`config.mk`:
```
export PLATFORM = sky130hd
export DESIGN_NAME = fetch_unit
export DESIGN_NICKNAME = d
export VERILOG_FILES = /design/src/rtl/fetch_unit.sv
export SDC_FILE = /design/constraint.sdc
export NUM_CORES = 1
export LEC_CHECK = 0
export CORE_ASPECT_RATIO = 1.25
export CORE_MARGIN = 5
export CORE_UTILIZATION = 49
export DETAILED_ROUTE_END_ITERATION = 10
export PLACE_DENSITY = 0.85
export SETUP_SLACK_MARGIN = 0.5
export SLEW_MARGIN = 15
export SYNTH_ARGS = -nofsm -noshare
export SYNTH_HDL_FRONTEND = slang
export SYNTH_SLANG_ARGS = --single-unit
```
`constraint.sdc`:
```
create_clock -name CLK -period 5.9 [get_ports CLK]
set_clock_uncertainty 0.1 [all_clocks]
set_input_delay 1.18 -clock CLK [delete_from_list [all_inputs] [get_ports CLK]]
set_output_delay 1.18 -clock CLK [all_outputs]
set_load 0.01 [all_outputs]
```
`src/rtl/fetch_unit.sv`:
```
// -----------------------------------------------------------------------------
// fetch_unit
// Program counter / fetch sequencer that drives the instruction ROM address.
// When Start is pulsed, the PC is loaded with StartAddr and the unit enters RUN.
// In RUN it advances the PC once per cycle in one of these ways:
//   - sequential increment,
//   - relative branch,
//   - absolute jump,
//   - call/return (optional).
// It stops on Halt and then reports Done.
//
// Optional feature: define FETCH_RAS_EN to add a RAS_DEPTH-entry
// return-address stack for Call/Ret. Without it, Call/Ret are ignored and
// RasErr is tied low. The port list is the same in both builds.
//
// Ports
//   CLK          in   1     clock, rising edge
//   Reset        in   1     synchronous active-high reset
//   Start        in   1     load StartAddr, clear counters/flags, enter RUN
//   StartAddr    in   AW    program entry address
//   Stall        in   1     hold PC/count/state this cycle
//   Halt         in   1     halt instruction; go to HALTED (counts as retired)
//   BranchTaken  in   1     relative branch: PC <= PC + BranchOffset
//   BranchOffset in   AW    signed two's-complement offset
//   JumpEn       in   1     absolute jump: PC <= JumpTarget
//   JumpTarget   in   AW    jump / call target
//   Call         in   1     push PC+1, PC <= JumpTarget (stack build only)
//   Ret          in   1     pop return address into PC (stack build only)
//   InstrAddress out  AW    current PC (registered)
//   Running      out  1     registered: state is RUN
//   Done         out  1     registered: state is HALTED
//   InstrCount   out  CNTW  retired instructions since Start, saturating
//   RasErr       out  1     sticky stack overflow/underflow flag
//
// Next-PC priority in RUN: Stall > Halt > Ret > Call > JumpEn > BranchTaken > PC+1.
// Start overrides everything in any state; Reset overrides Start.
// -----------------------------------------------------------------------------
module fetch_unit #(
  parameter int AW        = 8,
  parameter int CNTW      = 16,
  parameter int RAS_DEPTH = 4
) (
  input  logic            CLK,
  input  logic            Reset,
  input  logic            Start,
  input  logic [AW-1:0]   StartAddr,
  input  logic            Stall,
  input  logic            Halt,
  input  logic            BranchTaken,
  input  logic [AW-1:0]   BranchOffset,
  input  logic            JumpEn,
  input  logic [AW-1:0]   JumpTarget,
  input  logic            Call,
  input  logic            Ret,
  output logic [AW-1:0]   InstrAddress,
  output logic            Running,
  output logic            Done,
  output logic [CNTW-1:0] InstrCount,
  output logic            RasErr
);

  typedef enum logic [1:0] {
    ST_IDLE   = 2'd0,
    ST_RUN    = 2'd1,
    ST_HALTED = 2'd2
  } state_e;

  state_e          state_q, state_d;
  logic [AW-1:0]   pc_q, pc_d;
  logic [CNTW-1:0] cnt_q, cnt_d;
  logic            running_q, done_q;
  logic [AW-1:0]   pc_inc;

  assign pc_inc = pc_q + AW'(1);

`ifdef FETCH_RAS_EN
  localparam int PW = $clog2(RAS_DEPTH + 1);  // pointer: 0..RAS_DEPTH entries
  localparam int IW = $clog2(RAS_DEPTH);      // entry index

  logic [AW-1:0] ras_q [RAS_DEPTH];
  logic [PW-1:0] ras_ptr_q, ras_ptr_d;
  logic          ras_err_q, ras_err_d;
  logic          push_en;
  logic [IW-1:0] push_idx, top_idx;

  // ras_ptr_q counts valid entries; the top of the stack is entry ras_ptr_q-1.
  assign push_idx = IW'(ras_ptr_q);
  assign top_idx  = IW'(ras_ptr_q - PW'(1));
`endif

  // Next-state / next-PC logic
  always_comb begin
    state_d = state_q;
    pc_d    = pc_q;
    cnt_d   = cnt_q;
`ifdef FETCH_RAS_EN
    ras_ptr_d = ras_ptr_q;
    ras_err_d = ras_err_q;
    push_en   = 1'b0;
`endif
    if (Start) begin
      state_d = ST_RUN;
      pc_d    = StartAddr;
      cnt_d   = '0;
`ifdef FETCH_RAS_EN
      ras_ptr_d = '0;
      ras_err_d = 1'b0;
`endif
    end else if (state_q == ST_RUN && !Stall) begin
      // Every non-stalled RUN cycle retires one instruction, halt included.
      if (cnt_q != '1) cnt_d = cnt_q + CNTW'(1);
      if (Halt) begin
        state_d = ST_HALTED;
      end
`ifdef FETCH_RAS_EN
      else if (Ret) begin
        if (ras_ptr_q == '0) begin
          // Underflow: fall through sequentially and flag it.
          pc_d      = pc_inc;
          ras_err_d = 1'b1;
        end else begin
          pc_d      = ras_q[top_idx];
          ras_ptr_d = ras_ptr_q - PW'(1);
        end
      end else if (Call) begin
        pc_d = JumpTarget;
        if (ras_ptr_q == PW'(RAS_DEPTH)) begin
          // Overflow: still take the call, but the return address is lost.
          ras_err_d = 1'b1;
        end else begin
          push_en   = 1'b1;
          ras_ptr_d = ras_ptr_q + PW'(1);
        end
      end
`endif
      else if (JumpEn) begin
        pc_d = JumpTarget;
      end else if (BranchTaken) begin
        pc_d = pc_q + BranchOffset;
      end else begin
        pc_d = pc_inc;
      end
    end
  end

  // State register. Running/Done are registered decodes of the next state, so
  // they track state_q exactly with no combinational path from the inputs.
  always_ff @(posedge CLK) begin
    if (Reset) begin
      state_q   <= ST_IDLE;
      pc_q      <= '0;
      cnt_q     <= '0;
      running_q <= 1'b0;
      done_q    <= 1'b0;
    end else begin
      state_q   <= state_d;
      pc_q      <= pc_d;
      cnt_q     <= cnt_d;
      running_q <= (state_d == ST_RUN);
      done_q    <= (state_d == ST_HALTED);
    end
  end

`ifdef FETCH_RAS_EN
  always_ff @(posedge CLK) begin
    if (Reset) begin
      ras_ptr_q <= '0;
      ras_err_q <= 1'b0;
    end else begin
      ras_ptr_q <= ras_ptr_d;
      ras_err_q <= ras_err_d;
    end
  end

  // Stack storage needs no reset: entries above the pointer are never read.
  always_ff @(posedge CLK) begin
    if (push_en) ras_q[push_idx] <= pc_inc;
  end

  assign RasErr = ras_err_q;
`else
  logic unused_ras_inputs;
  localparam int unused_ras_depth = RAS_DEPTH;
  assign unused_ras_inputs = Call ^ Ret;
  assign RasErr = 1'b0;
`endif

  assign InstrAddress = pc_q;
  assign Running      = running_q;
  assign Done         = done_q;
  assign InstrCount   = cnt_q;

endmodule

```
Word-level counts from Yosys, hierarchy flattened
Index checks and enable logic that the tools add are counted.
Word-level totals
  output and inout bits: 27
  input port bits: 33
  logic and storage cells: 27
  register bits: 28
Cells by class
  equal/unequal tests: 5
  add/sub/neg operators: 3
  mux-type cells: 8
  reduce and logical (&&, ||, !) cells: 6
Operators with widths (count)
  $mux W8: 5
  $add A16 B1 Y16 const B: 1
  $ne A16 B16 Y1 const B: 1
  $add A8 B1 Y8 const B: 1
  $add A8 B8 Y8: 1
  $mux W2: 3
  $eq A2 B1 Y1 const B: 2
  $reduce_and A2 Y1: 2
  $eq A2 B2 Y1 const B: 1
  $ne A2 B2 Y1 const B: 1
  $reduce_bool A2 Y1: 1
  $reduce_or A2 Y1: 1
  $logic_and A1 B1 Y1: 1
  $logic_not A1 Y1: 1

Longest topological paths before layout
Gate-level depths: netlist (run 1).
  word-level depth: 6
  depth in mapped cells: 9
  gate-level depth less buffers: 9

Least setup slack after synthesis (run 1)
Ideal clock, no wire load.
  path kind: input to register
  from: in BranchOffset[0]
  to: reg pc_q[4], in the netlist InstrAddress[4]
  stages: 9
  path buffers: 0
  path slack: 3.061 ns
  arrival: 2.652 ns
  required time: 5.713 ns
  setup time: 0.087 ns
  cell sequence: nand2b_1 > ha_1 > inv_1 > fa_1 > nor2b_1 > o21a_1 > nor3_1 > o41a_1 > o31ai_1
On the way
  word-level cells in the longest chain between the ends: 6
RTL lines
  start: declaration: line 50  | input logic [AW-1:0] BranchOffset,
  $add A8 B8 Y8: line 139  | pc_d = pc_q + BranchOffset;
  $mux W8: line 138  | end else if (BranchTaken) begin
  $mux W8: line 136  | else if (JumpEn) begin
  $mux W8: line 112  | if (Halt) begin
  $mux W8: line 109  | end else if (state_q == ST_RUN && !Stall) begin
  $mux W8: line 101  | if (Start) begin
  end signal: assignment: line 157  | pc_q <= pc_d;
  end: declaration: line 69  | logic [AW-1:0] pc_q, pc_d;
No other way between the ends. The select of a mux whose other input is x is not followed.
A chain may end at the register's enable or synchronous reset.

Final worst setup path (run 1)
  from: in BranchTaken
  to: reg pc_q[4], in the netlist InstrAddress[4]
On the way
  word-level cells in the longest chain between the ends: 5
RTL lines
  start: declaration: line 49  | input logic BranchTaken,
  $mux W8: line 138
  $mux W8: line 136
  $mux W8: line 112
  $mux W8: line 109
  $mux W8: line 101
No other way between the ends. The select of a mux whose other input is x is not followed.

==> PnR_summary.wiki, run 1 <==
{| class="wikitable"
! Metric !! Value
|-
| Status || finished clean
|-
| Number of antenna violations at the first check in global routing || 0
|-
| Net Count, Synth || 257
|-
| Final Cycle Share || 56.34%
|-
| Net count reported at finish || 309
|-
| Count of state elements after synthesis || 28
|-
| Cell types with the largest area share after synthesis || sky130_fd_sc_hd__dfxtp_1 31%, sky130_fd_sc_hd__nor2_1 5.9%, sky130_fd_sc_hd__ha_1 5.6%
|-
| Routability congestion estimate from global placement || 0.9172
|-
| Kind of path behind the tightest hold check || reg2reg
|-
| P_leak || 0.8888 nW
|-
| Post-synthesis cell type with the largest combined area || sky130_fd_sc_hd__dfxtp_1
|-
| Cell area after synthesis || 1780 sq um
|-
| H-tree levels || 1
|-
| Total of max-cap violations || 0
|-
| Reg2reg start || InstrAddress[0]
|-
| Total of hold buffers inserted after clock tree synthesis || 0
|-
| Fraction of registers with async set/reset || 0%
|-
| Area after DPL || 2347 sq um
|-
| Crit path to || InstrAddress[4]
|-
| Timing startpoint of the critical path || BranchTaken
|-
| Number of enable-type register cells in the synthesized netlist || 0
|-
| Skew-Pair Late Insertion Delay || 0.28 ns
|-
| Number of pins exceeding their max-slew limit in the final report || 0
|-
| Power density over the cells || 171.4 nW/um^2
|-
| Most common flop cell mapped by yosys || sky130_fd_sc_hd__dfxtp_1
|-
| Cell count after synthesis || 215
|-
| First-pass iteration count of the detailed router || 4
|-
| Number of warnings printed during yosys synthesis || 0
|-
| Max FO, Critical Path || 8
|-
| Tmin final || 3.324 ns
|-
| Minimum setup slack in the final design || 2.576 ns
|-
| Synth-to-Final Area Change || 34.93%
|-
| Summed negative setup slack over all endpoints || 0 ns
|-
| Buffer levels on the longest clock path || 2
|-
| Final hold violation count || 0
|-
| Count of cells along the worst register-to-register path || 8
|-
| Initial detailed-routing violation count || 168
|-
| Number of global-route vias before repair || 1,705
|-
| Number of buffers inserted during clock tree synthesis || 3
|-
| Clock Root Buffer || sky130_fd_sc_hd__clkbuf_8
|-
| Required time at the worst-slack endpoint || 6.00 ns
|-
| Setup repair after global routing missed its margin || no
|-
| Ratio of cells with drive above 1 in the final layout || 6.015%
|-
| CP arrival || 3.42 ns
|-
| Total global-route track usage || 18.06%
|-
| Post-synthesis average cell area || 8.281 sq um
|-
| Post-DP HPWL || 3509 um
|-
| Die Area || 4947 sq um
|-
| CTS tree || done
|-
| Chip Height || 77.40 um
|-
| Global-route wire length before repair || 7438 um
|-
| Worst Tran Pin Value || 0.8639 ns
|-
| Final std cell area, no fill || 2402 sq um
|-
| DRT Wirelength || 4427 um
|-
| Total global routing overflow || 0
|-
| Worst reg-to-reg setup slack || 3.83 ns
|-
| Final routed wire length divided by cell count || 14.51 um
|-
| Share of the synthesized area in the top cell type || 31.48%
|-
| Number of buffers inserted by port buffering || 56
|-
| Count of unique library cells instantiated by Yosys || 53
|-
| Buffers inserted during post-CTS setup optimization || 0
|-
| DRC errors left || 0
|-
| Worst Setup Start Kind || primary input
|-
| PostCTS Resize Cnt || 0
|-
| Setup violators final || 0
|-
| Pin count of the biggest net entering global routing || 24
|-
| End of the worst register-to-register path || InstrAddress[4]
|-
| X dimension of the die || 63.92 um
|-
| WS Path Type || in2reg
|-
| Antenna diode count || 0
|-
| Seq/Total Area, Yosys || 31.48%
|-
| Clock transition at path regs || 0.10 ns
|-
| Number of rows in the core area || 24
|-
| Area of the placeable core || 3513 sq um
|-
| Most frequent cells after synthesis || 28 x sky130_fd_sc_hd__dfxtp_1, 28 x sky130_fd_sc_hd__nor2_1, 15 x sky130_fd_sc_hd__nand2_1
|-
| FMAX || 300.9 MHz
|-
| Effective utilization at floorplan || 50.68%
|-
| Peak supply drop || 0.0002004 V
|-
| Via density per instance || 5.774
|-
| Slew HR || 42.19%
|-
| Total number of clock tree sinks || 28
|-
| DR vias || 1,761
|-
| Critical path endpoint category || flip-flop
|-
| Post-placement worst setup slack || 2.277 ns
|-
| ANT nets after route || 0
|-
| Hold path startpoint || InstrAddress[0]
|-
| Boundary pin count || 60
|-
| Fill cell total of the finished layout || 308
|}
## how the worst min path moves through the flow
| stage | endpoint | cells past startpoint | slack (ns) |
|---|---|---|---|
| global route | InstrAddress[0] | 2 | 0.41 |
| global placement | InstrAddress[0] | 2 | 0.36 |
| detailed placement | InstrAddress[0] | 2 | 0.37 |
| finish | InstrAddress[0] | 2 | 0.38 |
| floorplan | InstrAddress[0] | 2 | 0.39 |
| CTS | InstrAddress[0] | 2 | 0.38 |
## cells in the final DEF (no fill, tap or decap), drive strengths merged, types with 3 or more instances in the layout
master / synthesis / routed
nand3: 6 / 6
nor3b: 4 / 4
o21ai: 8 / 8
o31ai: 3 / 3
ha: 8 / 8
xnor2: 8 / 8
nor2: 29 / 29
and2: 6 / 6
xor2: 7 / 7
a21oi: 10 / 10
nand4: 3 / 3
inv: 10 / 10
a211oi: 3 / 3
or2: 3 / 3
nor3: 7 / 7
a31oi: 5 / 5
clkbuf: 6 / 4
clkdlybuf4s50: 0 / 56
dfxtp: 28 / 28
nand2: 15 / 15
mux2i: 7 / 7
## report_power, final
part	total [W]	leakage [nW]	switching [W]	internal (W)
Combinational	0.0000919	0.632	0.0000414	0.0000506
Clock	0.000120	0.0288	0.0000601	0.0000598
Sequential	0.000200	0.228	0.00000523	0.000195
## registers in the layout, indices dropped and copies added (netlist names)
| register | count |
|---|---|
| Running | 1 |
| state_q | 2 |
| InstrCount | 16 |
| Done | 1 |
| InstrAddress | 8 |
## cell type report
type	count	area [sq um]	share of cell area, %
multi-input combinational	167	1132	47.14
inverter	10	37.54	1.563
clock buffer	4	55.05	2.292
sequential	28	560.5	23.33
tap	39	48.80	2.031
timing repair buffer	57	568.0	23.65
## metrics by stage
stage	std cells	total power [W]	hold WS (ns)	utilization (%)
after CTS	305	0.0004155	0.3833	68.38
after global routing	305	0.0004358	0.4092	68.38
after detailed placement	301	0.0002961	0.3701	66.81
final	305	0.0004117	0.3823	68.38
after global placement	301	0.0002942	0.3636	66.81
after floorplan	215	0.0002557	0.3922	-
## per-layer routing
| metal | track usage [%] | up-vias | wire length [um] |
|---|---|---|---|
| met2 | 32.80 | 84 | 2251 |
| met3 | 5.058 | 10 | 459 |
| met5 | 0 | - | 0 |
| li1 | - | 867 | - |
| met1 | 19.18 | 800 | 1618 |
| met4 | 7.277 | 0 | 97 |
## cell families after synthesis
| kind of cell | Yosys count | share of synthesized area [%] |
|---|---|---|
| other cells | 1 | 0.2106 |
| buf+inv | 20 | 4.919 |
| xor+xnor | 15 | 7.379 |
| simple gates | 90 | 27.62 |
| flops | 28 | 31.48 |
| fa+ha+maj | 9 | 6.747 |
| mux | 8 | 4.568 |
| compound gates | 44 | 17.08 |
## worst max-delay path, stage by stage
cell and delay, ns:
sky130_fd_sc_hd__clkdlybuf4s50_1 0.57, sky130_fd_sc_hd__nand2b_1 0.14, sky130_fd_sc_hd__ha_1 0.17, sky130_fd_sc_hd__inv_1 0.06, sky130_fd_sc_hd__fa_1 0.40, sky130_fd_sc_hd__nor2b_1 0.18
sky130_fd_sc_hd__o21a_1 0.14, sky130_fd_sc_hd__nor3_1 0.04, sky130_fd_sc_hd__o41a_1 0.36, sky130_fd_sc_hd__o31ai_1 0.18
Power figures use the tool's default switching activity.
==> run 2: changes to the inputs <==
--- a/config.mk
+++ b/config.mk
@@ -7,9 +7,9 @@
 export LEC_CHECK = 0
 export CORE_ASPECT_RATIO = 1.25
 export CORE_MARGIN = 5
-export CORE_UTILIZATION = 49
+export CORE_UTILIZATION = 41
 export DETAILED_ROUTE_END_ITERATION = 10
-export PLACE_DENSITY = 0.85
+export PLACE_DENSITY = 0.76
 export SETUP_SLACK_MARGIN = 0.5
 export SLEW_MARGIN = 15
 export SYNTH_ARGS = -nofsm -noshare
==> constraint.sdc (replaced) <==
create_clock -name CLK -period 2.7 [get_ports CLK]
set_clock_uncertainty 0.1 [all_clocks]
set_input_delay 0.54 -clock CLK [delete_from_list [all_inputs] [get_ports CLK]]
set_output_delay 0.54 -clock CLK [all_outputs]
set_load 0.01 [all_outputs]
==> PnR_summary.wiki, run 2 (same netlist as run 1, synthesis figures left out) <==
{| class="wikitable"
! Metric !! Value
|-
| Cell family with the largest share of critical-path delay || compound AO/OA/AOI/OAI gates
|-
| Skew-Pair Late Insertion Delay || 0.27 ns (about the same)
|-
| Peak supply drop || 0.0001715 V (-14%)
|-
| Final routed wire length divided by cell count || 14.15 um (-2.5%)
|-
| Number of flip-flops under the largest register name || 16 (unchanged)
|-
| Initial detailed-routing violation count || 132 (-21%)
|-
| Sequential Power Share || 48.1% (-0.4 points)
|-
| Worst Setup Start Kind || primary input
|-
| WS Path Type || in2reg
|-
| Post-DP HPWL || 3646 um (+3.9%)
|-
| Clock Root Buffer || sky130_fd_sc_hd__clkbuf_8
|-
| Required time at the worst-slack endpoint || 2.79 ns (-3.21 ns)
|-
| Worst path bufs/invs || 2 (unchanged)
|-
| Pin count of the biggest net entering global routing || 18 (-25%)
|-
| DRT Wirelength || 4798 um (+8.4%)
|-
| Number of global-route vias before repair || 1,740 (+2.1%)
|-
| Tmin final || 2.114 ns
|-
| Max stage delay on crit path || 0.38 ns (-0.19 ns)
|-
| Setup repair after global routing missed its margin || yes
|-
| Critical path endpoint category || flip-flop
|-
| Sw frac || 27.10% (+1.2 points)
|-
| Chip Height || 83.68 um (+8.1%)
|-
| Final std cell area, no fill || 2654 sq um (+10%)
|-
| Part of the total power dissipated in combinational logic || 26.8% (+4.5 points)
|-
| Number of rows in the core area || 26 (+8.3%)
|-
| Buffer levels on the longest clock path || 2 (unchanged)
|-
| Total number of clock tree sinks || 28 (unchanged)
|-
| Cell Int Power || 0.0006647 W (+120%)
|-
| Footprint of the flip-flops and latches || 560.5 sq um (unchanged)
|-
| Boundary pin count || 60 (unchanged)
|-
| Effective utilization at floorplan || 42.76% (-7.9 points)
|-
| Net count reported at finish || 327 (+5.8%)
|-
| CP arrival || 2.21 ns (-1.21 ns)
|-
| Area after DPL || 2474 sq um (+5.4%)
|-
| Worst Tran Pin Value || 0.9066 ns (+0.04267 ns)
|-
| Post-route worst hold slack || 0.4228 ns (+0.04057 ns)
|-
| Total of hold buffers inserted after clock tree synthesis || 0 (unchanged)
|-
| Kind of path behind the tightest hold check || reg2reg
|-
| FMAX || 473.0 MHz
|-
| Total global routing overflow || 0 (unchanged)
|-
| X dimension of the die || 68.94 um (+7.9%)
|-
| Max FO, Critical Path || 2 (-6)
|-
| Number of buffers inserted by port buffering || 56 (unchanged)
|-
| Clock group share of total power || 25.1% (-4.0 points)
|-
| Die Area || 5769 sq um (+17%)
|-
| Global-route wire length before repair || 7955 um (+7.0%)
|-
| Most frequent standard cell in the layout excluding fill and tap cells || sky130_fd_sc_hd__clkdlybuf4s50_1
|-
| P_leak || 1.012 nW (+14%)
|-
| Total global-route track usage || 17.42% (-0.63 points)
|-
| Slew HR || 39.34% (-2.9 points)
|-
| Final Cycle Share || 78.30%
|-
| Minimum setup slack in the final design || 0.5859 ns (-1.990 ns)
|-
| Fill cell total of the finished layout || 391 (+27%)
|-
| Hold path startpoint || InstrCount[8]
|-
| Routability congestion estimate from global placement || 0.8502 (-7.3%)
|-
| Area of the placeable core || 4164 sq um (+19%)
|-
| First-pass iteration count of the detailed router || 4 (unchanged)
|-
| Ratio of cells with drive above 1 in the final layout || 16.96% (+11 points)
|-
| Total of max-cap violations || 0 (unchanged)
|-
| Post-placement worst setup slack || -0.2414 ns (-2.518 ns)
|-
| Number of pins exceeding their max-slew limit in the final report || 0 (unchanged)
|-
| Status || finished clean
|-
| Clock transition at path regs || 0.09 ns (about the same)
|-
| Antenna diode count || 0 (unchanged)
|-
| Via density per instance || 5.298 (-8.2%)
|-
| Number of buffers inserted during clock tree synthesis || 3 (unchanged)
|-
| Final hold violation count || 0 (unchanged)
|-
| Setup violators final || 0 (unchanged)
|-
| Switching power of the nets || 0.0002472 W (+130%)
|-
| Synth-to-Final Area Change || 49.05%
|-
| Power density over the cells || 343.6 nW/um^2 (+100%)
|-
| Cell-by-cell listing of the critical path || dlygate4sd2_1 -> and2_1 -> ha_1 -> buf_6 -> o21a_1 -> o31a_1 -> o41a_1 -> o31ai_2
|-
| Reg2reg start || InstrAddress[0]
|-
| Most frequent cells in the layout || 49 x sky130_fd_sc_hd__clkdlybuf4s50_1, 28 x sky130_fd_sc_hd__dfxtp_1, 28 x sky130_fd_sc_hd__nor2_1
|-
| Standard cell with the maximum stage delay on the critical path || sky130_fd_sc_hd__o41a_1
|-
| Number of antenna violations at the first check in global routing || 0 (unchanged)
|-
| H-tree levels || 1 (unchanged)
|-
| Multi-input logic area || 1245 sq um (+9.9%)
|-
| CTS tree || done
|-
| Timing startpoint of the critical path || BranchOffset[3]
|-
| DR vias || 1,796 (+2.0%)
|-
| DRC errors left || 0 (unchanged)
|-
| ANT nets after route || 0 (unchanged)
|}
[run 2: changes by cell type in the layout (fill, tap and decap cells not counted), sizes merged]
cell / delta
clkbuf: -1
dlygate4sd2: +4
dlymetal6s2s: +1
buf: +19
clkdlybuf4s15: +1
clkdlybuf4s50: -7
[run 2: final timing paths]
check	endpoint	slack, ns	cells after the start
worst max-delay path	InstrAddress[4]	0.59	8
worst min-delay path	InstrCount[8]	0.42	2
worst max register to register	InstrAddress[2]	0.72	9
worst min register to register	InstrCount[8]	0.42	2
[run 2: metal layers]
layer	track usage, %	vias to the layer above	wire length, um
met3	3.100	7	373
met4	4.078	0	47
met2	30.56	65	2444
li1	-	901	-
met1	21.28	823	1932
met5	0	-	0
[run 2: metrics by stage]
step	power, W	setup TNS [ns]	instances	utilization (%)
floorplan	0.0005588	0	215	-
global placement	0.0006647	-0.4007	332	59.40
detailed placement	0.0006679	-0.6318	332	59.40
CTS	0.0009118	0	337	62.56
global route	0.0009603	0	339	63.73
finish	0.0009119	0	339	63.73
[run 2: layout make-up]
cell class                 count  area share (%)
sequential                    28           21.12
inverter                      10           1.414
tap                           56           2.640
clock buffer                   3           1.556
multi-input combinational    167           46.91
timing repair buffer          75           26.36
[run 2: power by group through the flow]
stage / clock network [W] / registers [W] / logic, W
finish: 0.000229 / 0.000439 / 0.000244
global route: 0.000251 / 0.000441 / 0.000268
CTS: 0.000233 / 0.000439 / 0.000240
detailed placement: 0 / 0.000446 / 0.000221
global placement: 0 / 0.000446 / 0.000219
floorplan: 0 / 0.000449 / 0.000110
[run 2: worst reg2reg max path, delay by kind of cell, from the launching register on]
family                     cells  cell delay (ns)
AOI/OAI and AO/OA              1             0.09
xor gates and xnor gates       1             0.14
adders and majority gates      2             0.53
buffers and inverters          2             0.18
DFF                            1             0.42
muxes                          2             0.38
and+or+nand+nor                1             0.05
[run 2: repair_timing]
action                     CTS  global route
setup buffers                2             2
resized for setup           25             8
setup endpoints to repair    8             8
pin swaps                   13             4
